## src/rtl/four_way_tc_sched_if.sv

```systemverilog
// Operand/result handshake bundle for the four-way carry-less multiply scheduler.
// The slave side is the scheduler; the master side is the producer and consumer.
interface four_way_tc_sched_if;
    logic         in_valid;
    logic         in_ready;
    logic [191:0] a;
    logic [191:0] b;
    logic         out_valid;
    logic         out_ready;
    logic [383:0] c;
    logic         busy;

    modport slave (
        input  in_valid, a, b, out_ready,
        output in_ready, out_valid, c, busy
    );

    modport master (
        output in_valid, a, b, out_ready,
        input  in_ready, out_valid, c, busy
    );
endinterface

```

## src/rtl/four_way_tc_sched.sv

```systemverilog
// 192x192 GF(2) multiplier: 16 limb products through one digit-serial 48x48 core,
// each XOR-accumulated at offset 48*(i+j).
module four_way_tc_sched #(
    parameter int unsigned D = 4
) (
    input  logic                 clk,
    input  logic                 rst,
    four_way_tc_sched_if.slave   bus_if
);
    localparam int unsigned KMAX = 48 / D - 1;
    localparam int unsigned KW   = (48 / D > 1) ? $clog2(48 / D) : 1;

    generate
        if (!(D == 1 || D == 2 || D == 3 || D == 4 || D == 6 || D == 8 ||
              D == 12 || D == 16 || D == 24 || D == 48)) begin : g_bad_d
            $fatal(1, "four_way_tc_sched: D must divide 48 from the legal set");
        end
    endgenerate

    typedef enum logic [1:0] {IDLE, MUL, ACC, DONE} state_t;

    state_t          state_q, state_d;
    logic [191:0]    a_q, a_d;
    logic [191:0]    b_q, b_d;
    logic [383:0]    acc_q, acc_d;
    logic [383:0]    c_q, c_d;
    logic [94:0]     part_q, part_d;
    logic [3:0]      p_q, p_d;
    logic [KW-1:0]   k_q, k_d;

    logic [7:0]      a_base, b_base;
    logic [47:0]     a_limb, b_limb;
    logic [8:0]      off;
    logic [5:0]      sh;

    assign a_base = 8'(p_q[3:2]) * 8'd48;
    assign b_base = 8'(p_q[1:0]) * 8'd48;
    assign a_limb = a_q[a_base +: 48];
    assign b_limb = b_q[b_base +: 48];
    assign off    = 9'd48 * (9'(p_q[3:2]) + 9'(p_q[1:0]));

    always_comb begin
        state_d = state_q;
        a_d     = a_q;
        b_d     = b_q;
        acc_d   = acc_q;
        c_d     = c_q;
        part_d  = part_q;
        p_d     = p_q;
        k_d     = k_q;
        sh      = '0;
        case (state_q)
            IDLE: begin
                if (bus_if.in_valid) begin
                    a_d     = bus_if.a;
                    b_d     = bus_if.b;
                    acc_d   = '0;
                    part_d  = '0;
                    p_d     = '0;
                    k_d     = '0;
                    state_d = MUL;
                end
            end
            MUL: begin
                // One digit of D a-bits per cycle; k parks at its limit until ACC clears it.
                for (int unsigned t = 0; t < D; t++) begin
                    sh = 6'(k_q * D + t);
                    if (a_limb[sh]) begin
                        part_d = part_d ^ ({47'b0, b_limb} << sh);
                    end
                end
                if (k_q == KW'(KMAX)) begin
                    state_d = ACC;
                end else begin
                    k_d = k_q + 1'b1;
                end
            end
            ACC: begin
                acc_d  = acc_q ^ ({289'b0, part_q} << off);
                part_d = '0;
                k_d    = '0;
                if (p_q == 4'd15) begin
                    c_d     = acc_d;
                    state_d = DONE;
                end else begin
                    p_d     = p_q + 4'd1;
                    state_d = MUL;
                end
            end
            DONE: begin
                if (bus_if.out_ready) begin
                    state_d = IDLE;
                end
            end
            default: state_d = IDLE;
        endcase
    end

    always_ff @(posedge clk) begin
        if (rst) begin
            state_q <= IDLE;
            a_q     <= '0;
            b_q     <= '0;
            acc_q   <= '0;
            c_q     <= '0;
            part_q  <= '0;
            p_q     <= '0;
            k_q     <= '0;
        end else begin
            state_q <= state_d;
            a_q     <= a_d;
            b_q     <= b_d;
            acc_q   <= acc_d;
            c_q     <= c_d;
            part_q  <= part_d;
            p_q     <= p_d;
            k_q     <= k_d;
        end
    end

    assign bus_if.in_ready  = (state_q == IDLE);
    assign bus_if.out_valid = (state_q == DONE);
    assign bus_if.busy      = (state_q == MUL) || (state_q == ACC);
    assign bus_if.c         = c_q;
endmodule

```

## src/flat_wrapper.sv

```systemverilog
// flat-port wrapper written by rule: the top's interface ports become plain ports
module four_way_tc_sched_flat 
#(
    parameter int unsigned D = 4
)
  (clk, rst, bus_if_in_valid, bus_if_a, bus_if_b, bus_if_out_ready, bus_if_in_ready, bus_if_out_valid, bus_if_c, bus_if_busy);
  four_way_tc_sched_if bus_if_i ();
  input  logic clk;
  input  logic rst;
  input wire logic [$bits(bus_if_i.in_valid)-1:0] bus_if_in_valid;
  input wire logic [$bits(bus_if_i.a)-1:0] bus_if_a;
  input wire logic [$bits(bus_if_i.b)-1:0] bus_if_b;
  input wire logic [$bits(bus_if_i.out_ready)-1:0] bus_if_out_ready;
  output wire logic [$bits(bus_if_i.in_ready)-1:0] bus_if_in_ready;
  output wire logic [$bits(bus_if_i.out_valid)-1:0] bus_if_out_valid;
  output wire logic [$bits(bus_if_i.c)-1:0] bus_if_c;
  output wire logic [$bits(bus_if_i.busy)-1:0] bus_if_busy;
  assign bus_if_i.in_valid = bus_if_in_valid;
  assign bus_if_i.a = bus_if_a;
  assign bus_if_i.b = bus_if_b;
  assign bus_if_i.out_ready = bus_if_out_ready;
  assign bus_if_in_ready = bus_if_i.in_ready;
  assign bus_if_out_valid = bus_if_i.out_valid;
  assign bus_if_c = bus_if_i.c;
  assign bus_if_busy = bus_if_i.busy;
  four_way_tc_sched #(.D(D)) u_core (.clk(clk), .rst(rst), .bus_if(bus_if_i));
endmodule
```

## config.mk

```make
export PLATFORM = sky130hd
export DESIGN_NAME = four_way_tc_sched_flat
export DESIGN_NICKNAME = d
export VERILOG_FILES = /design/src/rtl/four_way_tc_sched_if.sv /design/src/rtl/four_way_tc_sched.sv /design/src/flat_wrapper.sv
export SDC_FILE = /design/constraint.sdc
export NUM_CORES = 2
export LEC_CHECK = 0
export ABC_AREA = 1
export CORE_UTILIZATION = 52
export DETAILED_ROUTE_END_ITERATION = 10
export PLACE_DENSITY = 0.83
export SLEW_MARGIN = 20
export SYNTH_ARGS = -nofsm -noshare
export SYNTH_HDL_FRONTEND = slang
export SYNTH_SLANG_ARGS = --single-unit
```

## constraint.sdc

```tcl
create_clock -name clk -period 3.79 [get_ports clk]
set_input_delay 0.5685 -clock clk [delete_from_list [all_inputs] [get_ports clk]]
set_output_delay 0.5685 -clock clk [all_outputs]
set_load 0.005 [all_outputs]
```

After elaboration in Yosys (flattened, before gate mapping):

Cells that the tools add are included.
Widths: inputs -> output; s select.

* equal/unequal tests: 10
* magnitude comparators: 4
* shift operators: 7
* add/subtract/negate cells: 6
* multipliers: 3
* bitwise gates (word level): 5
* muxes and demuxes: 29
* reduce and logical (&&, ||, !) cells: 11

Operators by type and width (number)
* $pmux 384 s2: 1
* $mux 95: 8
* $mux 384: 1
* $shiftx 192x9->48: 2
* $shl 95x9->384: 1
* $xor 384x384->384: 1
* $shl 48x6->95: 4
* $xor 95x95->95: 4
* $pmux 95 s3: 1
* $lt 6x7->1 const B: 4
* $bmux 1 s6: 3
* $add 6x2->6 const B: 2
* $mux 4: 3
* $pmux 4 s3: 1
* $mul 2x9->5 const A: 1
* $reduce_and 3->1: 3
* $add 4x1->4 const B: 2
* $eq 4x4->1 const B: 2
* $mul 2x2->4 const B: 2
* $mux 2: 4
* $ne 2x2->1 const B: 4
* $pmux 2 s4: 1
* $pmux 4 s2: 1
* $reduce_and 2->1: 4
* other kinds (11): 15

* register bits after elaboration: 1257
* logic and storage cells: 83
* output and inout bits: 387
* input bits: 388

Depth between registers and ports, before layout:

* word-level depth: 15
* depth in mapped cells: 23
* mapped depth without buffers: 21

Least setup slack after synthesis:

No wires, ideal clock.

* path type: reg-to-reg
* start: reg u_core.p_q[1]
* end: reg u_core.acc_q[179]
* period minus slack after synthesis: 3.632 ns
* cell stages (with the launch flop): 19
* arrival time: 3.561 ns
* path slack: 0.158 ns
* data required time: 3.720 ns
* path buffers: 4
* library setup time: 0.070 ns
* path through: dfxtp_1 clkbuf_2 inv_2 buf_2 fa_1 inv_1 ha_1 inv_1 fa_1 xnor2_2 inv_1 nor2_2 inv_1 clkbuf_1 buf_1 o22ai_1 xor2_1 nand2_1 a21oi_1

* word-level cells in the longest chain between the ends: 5

RTL lines
* from (decl): line four_way_tc_sched.sv:28 `logic [3:0] p_q, p_d;`
* from (signal assigned): line four_way_tc_sched.sv:116 `p_q <= p_d;`
* $add 2x2->3: line four_way_tc_sched.sv:40 `assign off = 9'd48 * (9'(p_q[3:2]) + 9'(p_q[1:0]));`
* $mul 2x9->5: line four_way_tc_sched.sv:40
* $shl 95x9->384: line four_way_tc_sched.sv:79 `acc_d = acc_q ^ ({289'b0, part_q} << off);`
* $xor 384x384->384: line four_way_tc_sched.sv:79
* $pmux 384 s2: line four_way_tc_sched.sv:52 `case (state_q)`
* to (signal assigned): line four_way_tc_sched.sv:104 `acc_q <= '0;`
* to (signal assigned): line four_way_tc_sched.sv:113 `acc_q <= acc_d;`
* to (decl): line four_way_tc_sched.sv:25 `logic [383:0] acc_q, acc_d;`

No other way between the ends.
A chain may end at the register's enable or synchronous reset.

Worst setup path in the final report:

* start: reg u_core.p_q[0]
* end: reg u_core.acc_q[301]

The elaborated chain is that of the path after synthesis.

==> results <==
- The run finished with clean final reports.
- Routability-driven placement finished with a final weighted congestion of 1.02.
- The worst setup path is launched from a flip-flop.
- For the pin with the worst max-slew slack, the measured transition is 1.29 ns.
- The die covers 132000 um2.
- The overall power consumption is 47100 uW.
- The hold violation total from the final report is 0.
- Detailed placement finished with a half-perimeter wire length of 205 mm.
- The vertical die dimension is 363 um.
- For the finished layout, the period the worst path requires is 3.79 ns.
- Among all stages on the critical path, the largest delay is contributed by sky130_fd_sc_hd__fa_4.
- For this design the static power due to leakage is 0.0367 uW.
- The number of buffers and inverters on the critical path is 6.
- The post-synth net total is 11200.
- The clock insertion delay at the later pin of the skew report is 0.81 ns.
- The total clock buffers created by CTS is 138.
- The synthesis-to-layout area growth is 23.9%.
- The most used flip-flop cell after synthesis is sky130_fd_sc_hd__dfxtp_1.
- The H-tree depth reported by CTS is 4.
- The total detailed-routing wirelength is 284 mm.
- In this run the remaining antenna-violating nets after routing total 0.
- Once placement completed, the tool counted placed cells totaling 13000.
- The number of DRC markers after the initial detailed-route iteration is 10500.
- The count of pins over their slew limit is 0.
- Yosys printed 0 warnings.
- Registers take 25200 um2.
- Leaving out filler cells and counting taps, the final layout contains 13300.
- The path category of the worst min-delay check is input pin to flip-flop.
- The highest achievable clock rate is 264 MHz.
- The mapped netlist covers 67800 um2.
- The pre-antenna-repair detailed-routing pass consisted of 7 iterations.
- The count of flip-flops with a built-in enable after synthesis is 0.
- The worst pin sits at a relative slew slack of 14.0%.
- The wire length of the first global-routing pass is 417 mm.
- Cells with a size suffix above 1 make up 6.71% of the layout.
- The combined area of the multi-input logic cells is 36500 um2.
- After clock tree synthesis, the clock-pin slew on the worst setup and hold paths is 0.06 ns.
- Dividing the detail-routed wire length by the instance count gives 21.3 um.
- Data on the critical path arrives at its endpoint at 4.50 ns.
- The data required time of the critical path is 4.51 ns.
- For this run, the total global-route usage over all layers was measured as 41.3%.
- Each instance of the synthesized netlist takes up on average 6.27 um2.
- Once the floorplan was initialized, standard cells occupied 52.4% of the core.
- The category of the critical setup timing path is flip-flop to flip-flop.
- Entering global routing, the biggest net connects 218 pins.
- The global route total overflow is 0.
- The cell count after synthesis is 10800.
- The final critical path takes up 99.9% of the cycle.
- The number of rows in the core area is 132.
- The worst setup path is captured at a flip-flop.
- Across all layers, the routed design uses 76100 vias.
- Setup repair after global routing could not meet its margin everywhere.
- The net count of the finished layout is 11800.
- Walking the worst path, the cells encountered are ha_4, inv_1, fa_2, inv_2, ha_4, inv_1, fa_4, inv_4, buf_12, buf_12, nand2_1, o22ai_1, xor2_1, nand2_1, a21oi_1.
- After detailed routing, the number of remaining DRC violations is 0.
- On the worst path, the slowest cell contributes a delay of 0.73 ns.
- The number of top-level pins is 775.
- The clock tree from TritonCTS is yes.
- The worst ir drop on vdd is 0.000564 V.
- Synthesis inferred 1257 register bits.
- The count of different cell masters after synthesis is 43.
- The via count of the first global-routing pass is 69400.
- Setup violations remaining at the end of the flow were counted as 0.
- The initial antenna violation count was 38.
- The library cell used as clock root buffer is sky130_fd_sc_hd__clkbuf_16.
- The count of max-cap constraint violations is 0.
- The worst clock skew is 0.0360 ns.
- For this design, the sink count on the clock tree is 1257.
- From left edge to right edge, the die measures 363 um.
- The number of fillers in the final layout is 11500.
- The region available for standard cell placement spans 129000 um2.
- The share of synthesized flip-flops with an asynchronous set or reset is 0%.
- The sequential fraction of the synthesis area is 37.1%.
- In this run the power density over the cells is 560 nW/um2.
- Port buffering added 774 buffers.
- The most common cell after layout, fill and taps aside is sky130_fd_sc_hd__nand2_1.
- In this run the worst path has a maximum fanout of 33.
- No sink is reached through more buffers than the 3 on the longest clock path.
- The cell family with the largest share of critical-path delay is adder cells.
- The top cell types in the final layout, fill and taps aside, are 2938 x sky130_fd_sc_hd__nand2_1, 1695 x sky130_fd_sc_hd__nor2_1, 1249 x sky130_fd_sc_hd__dfxtp_1.
- The detailed-route vias per instance is 5.71.
- In this run, post-CTS hold repair placed 0 buffers.
## metrics by stage
step                      TNS (ns)  utilization, %  cell area (um2)  setup slack [ns]  hold slack (ns)
after floorplan                  0               -            67800             0.158            0.429
after global placement       -2.32            60.9            78900            -0.219            0.439
after detailed placement     -3.94            61.0            78900            -0.266            0.445
after CTS                   -0.120            64.6            83700           -0.0269            0.325
after global routing        -0.869            64.9            84000           -0.0948            0.381
final                            0            64.9            84000           0.00421            0.363
## area by class of cell
class / instances / share of cell area [%]
inverter: 908 / 4.11
tap: 1742 / 2.59
sequential: 1257 / 30.0
clock buffer: 200 / 4.86
multi-input combinational: 7927 / 43.5
clock inverter: 49 / 0.686
timing repair buffer: 1213 / 14.2
antenna: 36 / 0.107
## synth_stat cells (118+ instances only)
cell | count | area share [%]
sky130_fd_sc_hd__clkbuf_1 | 506 | 2.8
sky130_fd_sc_hd__nor2_1 | 1715 | 9.5
sky130_fd_sc_hd__xor2_1 | 214 | 2.8
sky130_fd_sc_hd__o22ai_1 | 118 | 1.1
sky130_fd_sc_hd__buf_2 | 125 | 0.92
sky130_fd_sc_hd__a21oi_1 | 550 | 4.1
sky130_fd_sc_hd__nand3_1 | 897 | 6.6
sky130_fd_sc_hd__o21ai_0 | 997 | 7.4
sky130_fd_sc_hd__xnor2_1 | 255 | 3.3
sky130_fd_sc_hd__nand2_1 | 2941 | 16
sky130_fd_sc_hd__inv_1 | 893 | 4.9
sky130_fd_sc_hd__dfxtp_1 | 1257 | 37
## report_power, final
part / leakage, uW / total [uW] / internal, uW / switching (uW)
sequential: 0.0102 / 15100 / 14400 / 703
combinational: 0.0242 / 18000 / 5260 / 12700
clock: 0.00229 / 14000 / 8020 / 5970
total: 0.0367 / 47100 / 27700 / 19400
## flip-flops by register name (all words and copies together), names as in the netlist
register,cells
u_core.b_q,192
u_core.part_q,95
u_core.a_q,192
u_core.acc_q,384
u_core.k_q,4
u_core.bus_if.c,384
u_core.p_q,4
u_core.state_q,2
## logic make-up (layout without fill, tap and decap cells)
family	Yosys count	after routing	synth area share (%)
AOI/OAI and AO/OA	1789	1789	13.6
xor gates and xnor gates	470	470	6.08
adders and majority gates	12	12	0.244
buffers and inverters	1639	2370	9.58
DFF	1257	1257	37.1
other	0	36	0
and+or+nand+nor	5656	5656	33.4
## per-layer routing
metal	wire length [um]	vias to the layer above	track usage, %
li1	-	35400	-
met1	106000	35200	50.6
met2	125000	4409	63.9
met3	29700	1027	8.22
met4	24100	4	31.3
met5	34	-	0
## worst min-delay path, cell delays in order
cell and delay (ns):
sky130_fd_sc_hd__buf_8 0.17, sky130_fd_sc_hd__inv_8 0.15, sky130_fd_sc_hd__o21ai_0 0.13, sky130_fd_sc_hd__nor2_1 0.05
## path summary, 6_finish.rpt
check             slack [ns]  depth (start not counted)                 to            start
hold / removal          0.36                          4     u_core.a_q[87]              rst
hold reg to reg         0.45                          2    u_core.a_q[133]  u_core.a_q[133]
setup reg to reg       0.004                         15  u_core.acc_q[301]    u_core.p_q[0]
setup / recovery       0.004                         15  u_core.acc_q[301]    u_core.p_q[0]
## timing repair
action,in CTS,in global routing
gates resized for setup,20,65
pin swaps,1,15
cloned,0,2
hold endpoints to repair,0,0
buffers inserted,1,0
endpoints found under the setup margin,46,558
Power figures use the tool's default switching activity.
